### config.mk
export PLATFORM = sky130hd
export DESIGN_NAME = pipe_hazard_ctrl
export DESIGN_NICKNAME = d
export VERILOG_FILES = /design/src/rtl/pipe_hazard_ctrl_pkg.sv /design/src/rtl/pipe_hazard_ctrl_sat_counter.sv /design/src/rtl/pipe_hazard_ctrl.sv
export SDC_FILE = /design/constraint.sdc
export NUM_CORES = 1
export LEC_CHECK = 0
export BUFFER_PORTS_ARGS = -buffer_cell sky130_fd_sc_hd__buf_2
export CORE_MARGIN = 2
export CORE_UTILIZATION = 35
export CTS_CLUSTER_DIAMETER = 50
export DETAILED_ROUTE_END_ITERATION = 7
export PLACE_DENSITY = 0.68
export SYNTH_ARGS = -nofsm -noshare
export SYNTH_HDL_FRONTEND = slang
export SYNTH_SLANG_ARGS = --single-unit
### constraint.sdc
create_clock -name clk -period 2.15 [get_ports clk]
set_clock_uncertainty 0.15 [all_clocks]
set_input_delay 0.215 -clock clk [delete_from_list [all_inputs] [get_ports clk]]
set_output_delay 0.215 -clock clk [all_outputs]
set_load 0.05 [all_outputs]
### src/rtl/pipe_hazard_ctrl_pkg.sv
// Shared definitions for the pipeline hazard controller: FSM states,
// register-index width and the per-stage enable/flush control bundle.
package pipe_hazard_ctrl_pkg;

  localparam int REG_IDX_W = 3;

  typedef enum logic [1:0] {
    ST_RUN      = 2'd0,
    ST_MEM_WAIT = 2'd1,
    ST_DRAIN    = 2'd2,
    ST_HALTED   = 2'd3
  } state_t;

  typedef struct packed {
    logic pc_en;
    logic ifid_en;
    logic ifid_flush;
    logic idex_en;
    logic idex_flush;
    logic exmem_en;
    logic exmem_flush;
    logic memwb_en;
    logic memwb_flush;
  } ctl_t;

  // Control patterns: a stage loads a bubble only when both en and flush are set
  localparam ctl_t CTL_HOLD    = ctl_t'(9'b0_00_00_00_00);
  localparam ctl_t CTL_DMEM    = ctl_t'(9'b0_00_00_00_11);
  localparam ctl_t CTL_HALT    = ctl_t'(9'b0_11_11_11_10);
  localparam ctl_t CTL_BRANCH  = ctl_t'(9'b1_11_11_10_10);
  localparam ctl_t CTL_LOADUSE = ctl_t'(9'b0_00_11_10_10);
  localparam ctl_t CTL_IMEM    = ctl_t'(9'b0_11_10_10_10);
  localparam ctl_t CTL_RUN     = ctl_t'(9'b1_10_10_10_10);

  function automatic logic load_use_hit(
    input logic                 memread,
    input logic [REG_IDX_W-1:0] rd,
    input logic [REG_IDX_W-1:0] rs,
    input logic                 rs_vld,
    input logic [REG_IDX_W-1:0] rt,
    input logic                 rt_vld
  );
    return memread && ((rs_vld && (rs == rd)) || (rt_vld && (rt == rd)));
  endfunction

endpackage

### src/rtl/pipe_hazard_ctrl_sat_counter.sv
// Saturating up-counter with synchronous clear, used for performance counters.
module sat_counter #(
  parameter int W = 16
) (
  input  logic         clk,
  input  logic         clr,
  input  logic         inc,
  output logic [W-1:0] q
);

  logic [W-1:0] r_q;

  always_ff @(posedge clk) begin
    if (clr) begin
      r_q <= '0;
    end else if (inc && (r_q != '1)) begin
      r_q <= r_q + 1'b1;
    end
  end

  assign q = r_q;

endmodule

### src/rtl/pipe_hazard_ctrl.sv
// Central stall/flush controller for the 5-stage pipeline: prioritised hazard
// resolution, dmem-stall timeout, halt draining and performance counters.
module pipe_hazard_ctrl
  import pipe_hazard_ctrl_pkg::*;
#(
  parameter int MEM_TIMEOUT = 64,
  parameter int CNT_W       = 16
) (
  input  logic                 clk,
  input  logic                 rst,
  input  logic [REG_IDX_W-1:0] id_rs,
  input  logic                 id_rs_vld,
  input  logic [REG_IDX_W-1:0] id_rt,
  input  logic                 id_rt_vld,
  input  logic [REG_IDX_W-1:0] ex_rd,
  input  logic                 ex_memread,
  input  logic                 branch_taken,
  input  logic                 imem_stall,
  input  logic                 dmem_stall,
  input  logic                 halt_mem,
  output logic                 pc_en,
  output logic                 ifid_en,
  output logic                 ifid_flush,
  output logic                 idex_en,
  output logic                 idex_flush,
  output logic                 exmem_en,
  output logic                 exmem_flush,
  output logic                 memwb_en,
  output logic                 memwb_flush,
  output logic                 halted,
  output logic                 err_timeout,
  output logic [CNT_W-1:0]     stall_cycles,
  output logic [CNT_W-1:0]     flush_count
);

  localparam int TW = (MEM_TIMEOUT > 2) ? $clog2(MEM_TIMEOUT) : 1;
  localparam logic [TW-1:0] TMO_LAST = TW'(MEM_TIMEOUT - 1);

  state_t        r_state;
  logic [TW-1:0] r_tmo;
  logic          r_halted;
  logic          r_err;

  ctl_t w_ctl;
  logic w_active;
  logic w_load_use;
  logic w_stall_inc;
  logic w_flush_inc;

  assign w_active   = !rst && ((r_state == ST_RUN) || (r_state == ST_MEM_WAIT));
  assign w_load_use = load_use_hit(ex_memread, ex_rd, id_rs, id_rs_vld, id_rt, id_rt_vld);

  always_comb begin
    w_ctl = CTL_HOLD;
    if (w_active) begin
      if (dmem_stall)        w_ctl = CTL_DMEM;
      else if (halt_mem)     w_ctl = CTL_HALT;
      else if (branch_taken) w_ctl = CTL_BRANCH;
      else if (w_load_use)   w_ctl = CTL_LOADUSE;
      else if (imem_stall)   w_ctl = CTL_IMEM;
      else                   w_ctl = CTL_RUN;
    end
  end

  // r_tmo counts stalled cycles already elapsed; it is always 0 in RUN, so the
  // MEM_TIMEOUT-th consecutive stalled cycle is the one that sees TMO_LAST.
  always_ff @(posedge clk) begin
    if (rst) begin
      r_state  <= ST_RUN;
      r_tmo    <= '0;
      r_halted <= 1'b0;
      r_err    <= 1'b0;
    end else begin
      case (r_state)
        ST_RUN, ST_MEM_WAIT: begin
          if (dmem_stall) begin
            if (r_tmo == TMO_LAST) begin
              r_state  <= ST_HALTED;
              r_halted <= 1'b1;
              r_err    <= 1'b1;
            end else begin
              r_state <= ST_MEM_WAIT;
              r_tmo   <= r_tmo + 1'b1;
            end
          end else begin
            r_tmo   <= '0;
            r_state <= halt_mem ? ST_DRAIN : ST_RUN;
          end
        end
        ST_DRAIN: begin
          r_state  <= ST_HALTED;
          r_halted <= 1'b1;
        end
        default: r_state <= ST_HALTED;
      endcase
    end
  end

  assign w_stall_inc = w_active && !w_ctl.pc_en;
  assign w_flush_inc = w_active && !dmem_stall && !halt_mem && branch_taken;

  sat_counter #(.W(CNT_W)) u_stall_cnt (
    .clk (clk),
    .clr (rst),
    .inc (w_stall_inc),
    .q   (stall_cycles)
  );

  sat_counter #(.W(CNT_W)) u_flush_cnt (
    .clk (clk),
    .clr (rst),
    .inc (w_flush_inc),
    .q   (flush_count)
  );

  assign pc_en       = w_ctl.pc_en;
  assign ifid_en     = w_ctl.ifid_en;
  assign ifid_flush  = w_ctl.ifid_flush;
  assign idex_en     = w_ctl.idex_en;
  assign idex_flush  = w_ctl.idex_flush;
  assign exmem_en    = w_ctl.exmem_en;
  assign exmem_flush = w_ctl.exmem_flush;
  assign memwb_en    = w_ctl.memwb_en;
  assign memwb_flush = w_ctl.memwb_flush;
  assign halted      = r_halted;
  assign err_timeout = r_err;

endmodule

==> reports/metrics.csv <==
metric,value,unit
status,finished clean,
share of total power in the clock network,37.9,%
Yosys warnings,0,
CTS buffer count,5,
largest net degree at the start of global routing,20,
share of layout cells above drive strength 1,31.34,%
CP Capture Type,flip-flop,
Seq pwr share,48.4,%
internal power,1209,uW
Syn Inst Count,267,
Routed WL,5781,um
dpl hpwl,4256,um
Tmin final,2.022,ns
"CP delay by family, top",simple AND/OR/NAND/NOR gates,
# DRC,0,
Sw Pwr,439.0,uW
crit-path max FO,10,
"flops & latches, synth",42,
Post-synth EDFFs,0,
Leak,0.001165,uW
setup violators final,0,
later-pin clock latency in the skew report,0.29,ns
RSZ-0062 raised after global routing,no,
Synth-to-Final Area Change,23.75,%
setup TNS,0,ns
crit share post-route,94.05,%
detailed-route via count,2238,
Root Buffer,clkbuf_8,
die width,85.65,um
Worst-path clk slew,0.08,ns
total track usage,15.84,%
Port Buf Inserts,60,
relative slew slack,61.91,%
row count,29,
required time of the critical path,2.21,ns
io pins,61,
post-DR vias/cell,5.432,
pwr dens,570.8,nW/um^2
Pins Over Slew Limit,0,
Hold Path Class,in -> reg,
sequential fraction of the synthesis area,36.03,%
Synthesized Nets,288,
Max H-tree Level,2,
core area,6386,um^2
clk sinks,42,
Final nets,355,
pre-CTS WS,0.08789,ns
Initial Util,36.54,%
total gr overflow,0,
combinational power share,13.6,%
Post-Syn Area,2333,um^2
vias in the first global route,2134,
Clock Tree Buf Depth,2,
post-synth cell types,57,
final hold vios,0,
Syn Area/Cell,8.740,um^2
Layout Utilization,45.22,%
max cap viols,0,
Die ar.,7336,um^2
Hold Buf Count CTS,0,
DR iter-0 viols,58,
maximum vdd drop,0.3380,mV
fraction of registers with async set/reset,0,%
first-pass GRT wire length,9660,um
drt first pass iters,4,
gp weighted congestion,0.8104,
Setup WS post-layout,0.1278,ns
minimum hold slack,0.1057,ns
TritonCTS clock tree,yes,
Worst setup startpoint,u_stall_cnt.q[0],
Slew @ Worst Pin,0.5654,ns
initial antenna violation count,0,
crit-path max cell delay,0.49,ns
WS Path Type,reg -> reg,
CP Cell Sequence,ha_1 -> and3_1 -> nand4b_1 -> o21ai_2 -> buf_4 -> or4_1 -> a21oi_1,
worst r2r src,u_stall_cnt.q[0],
diode count,0,
Critical Path AT,2.08,ns
Final ANT Viol Nets,0,
CP Launch Type,flip-flop,
f_max,494.5,MHz
Buf/Inv on CP,1,
Die Ht,85.65,um
top_reg_cell synth,dfxtp_1,
Worst path slowest cell,or4_1,
hold_sp,halt_mem,
Switching Fraction,26.63,%
drt wl/cell,14.03,um
==> power groups by stage <==
stage | clock, uW | sequential, uW | combinational, uW
floorplan | 0 | 827 | 150
global placement | 0 | 816 | 216
detailed placement | 0 | 816 | 223
CTS | 646 | 798 | 224
global route | 679 | 800 | 243
finish | 625 | 798 | 225
==> cell usage after synthesis (3+ instances only) <==
cell type	number	share of area [%]
buf_2	3	0.64
and3_1	5	1.3
and2_1	4	1.1
o21ai_0	3	0.64
and4_1	7	2.6
nand2_1	16	2.6
inv_1	9	1.4
clkbuf_1	3	0.48
nor2_1	22	3.5
ha_1	3	1.6
a211oi_1	4	1.3
o31ai_1	5	1.6
nor2b_1	6	1.6
nor3_1	8	1.7
xnor2_1	16	6.0
buf_6	3	1.4
dfxtp_1	42	36
o41ai_1	3	1.1
nand4_1	11	2.9
nand3_1	13	2.8
buf_4	3	0.97
a21oi_1	20	4.3
or4_1	7	2.3
xor2_1	4	1.5
nand2b_1	3	0.80
mux2i_1	3	1.3
==> logic make-up (layout without fill, tap and decap cells) <==
logic type / Yosys count / count (layout) / share of synthesized area (%)
XOR/XNOR: 20 / 20 / 7.506
flip-flops: 42 / 42 / 36.03
AO/OA/AOI/OAI: 51 / 51 / 15.18
multiplexers: 7 / 7 / 3.217
AND/OR/NAND/NOR: 121 / 121 / 31.15
adder cells (fa/ha/maj): 3 / 3 / 1.609
buffers and inverters: 23 / 91 / 5.308
==> through the flow <==
step,std cells,instance area [um^2],power [uW]
after CTS,412,2878,1668
after global routing,412,2888,1723
after floorplan,267,2356,976.4
after global placement,404,2768,1032
after detailed placement,404,2768,1040
final,412,2888,1648
==> layout by cell type (no fill, tap or decap), types with 5 or more instances in the layout <==
| cell type | netlist | final |
|---|---|---|
| and4_1 | 7 | 7 |
| nor2_1 | 22 | 22 |
| nand2_1 | 16 | 16 |
| nor3_1 | 8 | 7 |
| dfxtp_2 | 0 | 8 |
| or4_1 | 7 | 7 |
| xnor2_1 | 16 | 16 |
| dfxtp_1 | 42 | 34 |
| a21oi_1 | 20 | 19 |
| and3_1 | 5 | 5 |
| nand4_1 | 11 | 11 |
| nor2b_1 | 6 | 6 |
| nand3_1 | 13 | 13 |
| o31ai_1 | 5 | 5 |
| buf_2 | 3 | 59 |
| inv_1 | 9 | 9 |
| buf_4 | 3 | 14 |
| clkbuf_8 | 0 | 5 |
==> layout make-up <==
cell class	instances	area [um^2]
multi-input cells	202	1389
fillers	645	3498
flip-flops and latches	42	850.8
well taps	77	96.34
inverters	9	33.78
repair buffers	74	407.9
clock inverters	2	37.54
clock buffers	6	72.57
==> state kept, by name (all words and copies together) (netlist names) <==
register,count
r_state,2
u_flush_cnt.q,16
halted,1
r_tmo,6
u_stall_cnt.q,16
err_timeout,1
==> routing by layer <==
layer / share of wire (%) / routed length [um] / track usage (%) / vias up
met3: 5.3 / 308 / 3.465 / 4
met4: 0.54 / 31 / 4.185 / 0
met5: 0 / 0 / 0 / -
met2: 49 / 2806 / 27.41 / 58
li1: - / - / - / 1117
met1: 46 / 2635 / 19.92 / 1059
==> path summary, 6_finish.rpt <==
path                                           to  slack [ns]  depth (start not counted)
worst max-delay path            u_stall_cnt.q[13]        0.13                          7
worst min-delay path                   r_state[1]        0.11                          3
worst max register to register  u_stall_cnt.q[13]        0.13                          7
worst min register to register        err_timeout        0.31                          2
==> what timing repair did <==
| action | CTS | global route |
|---|---|---|
| buffers inserted | 0 | 0 |
| setup endpoints to repair | 0 | 7 |
| gates resized for setup | 0 | 4 |
==> tightest hold or removal path, delay by kind of cell <==
| family | cells | cell delay [ns] |
|---|---|---|
| and+or+nand+nor | 1 | 0.08 |
| buffers and inverters | 1 | 0.15 |
| AOI/OAI and AO/OA | 1 | 0.06 |
(Power assumes the default switching activity.)
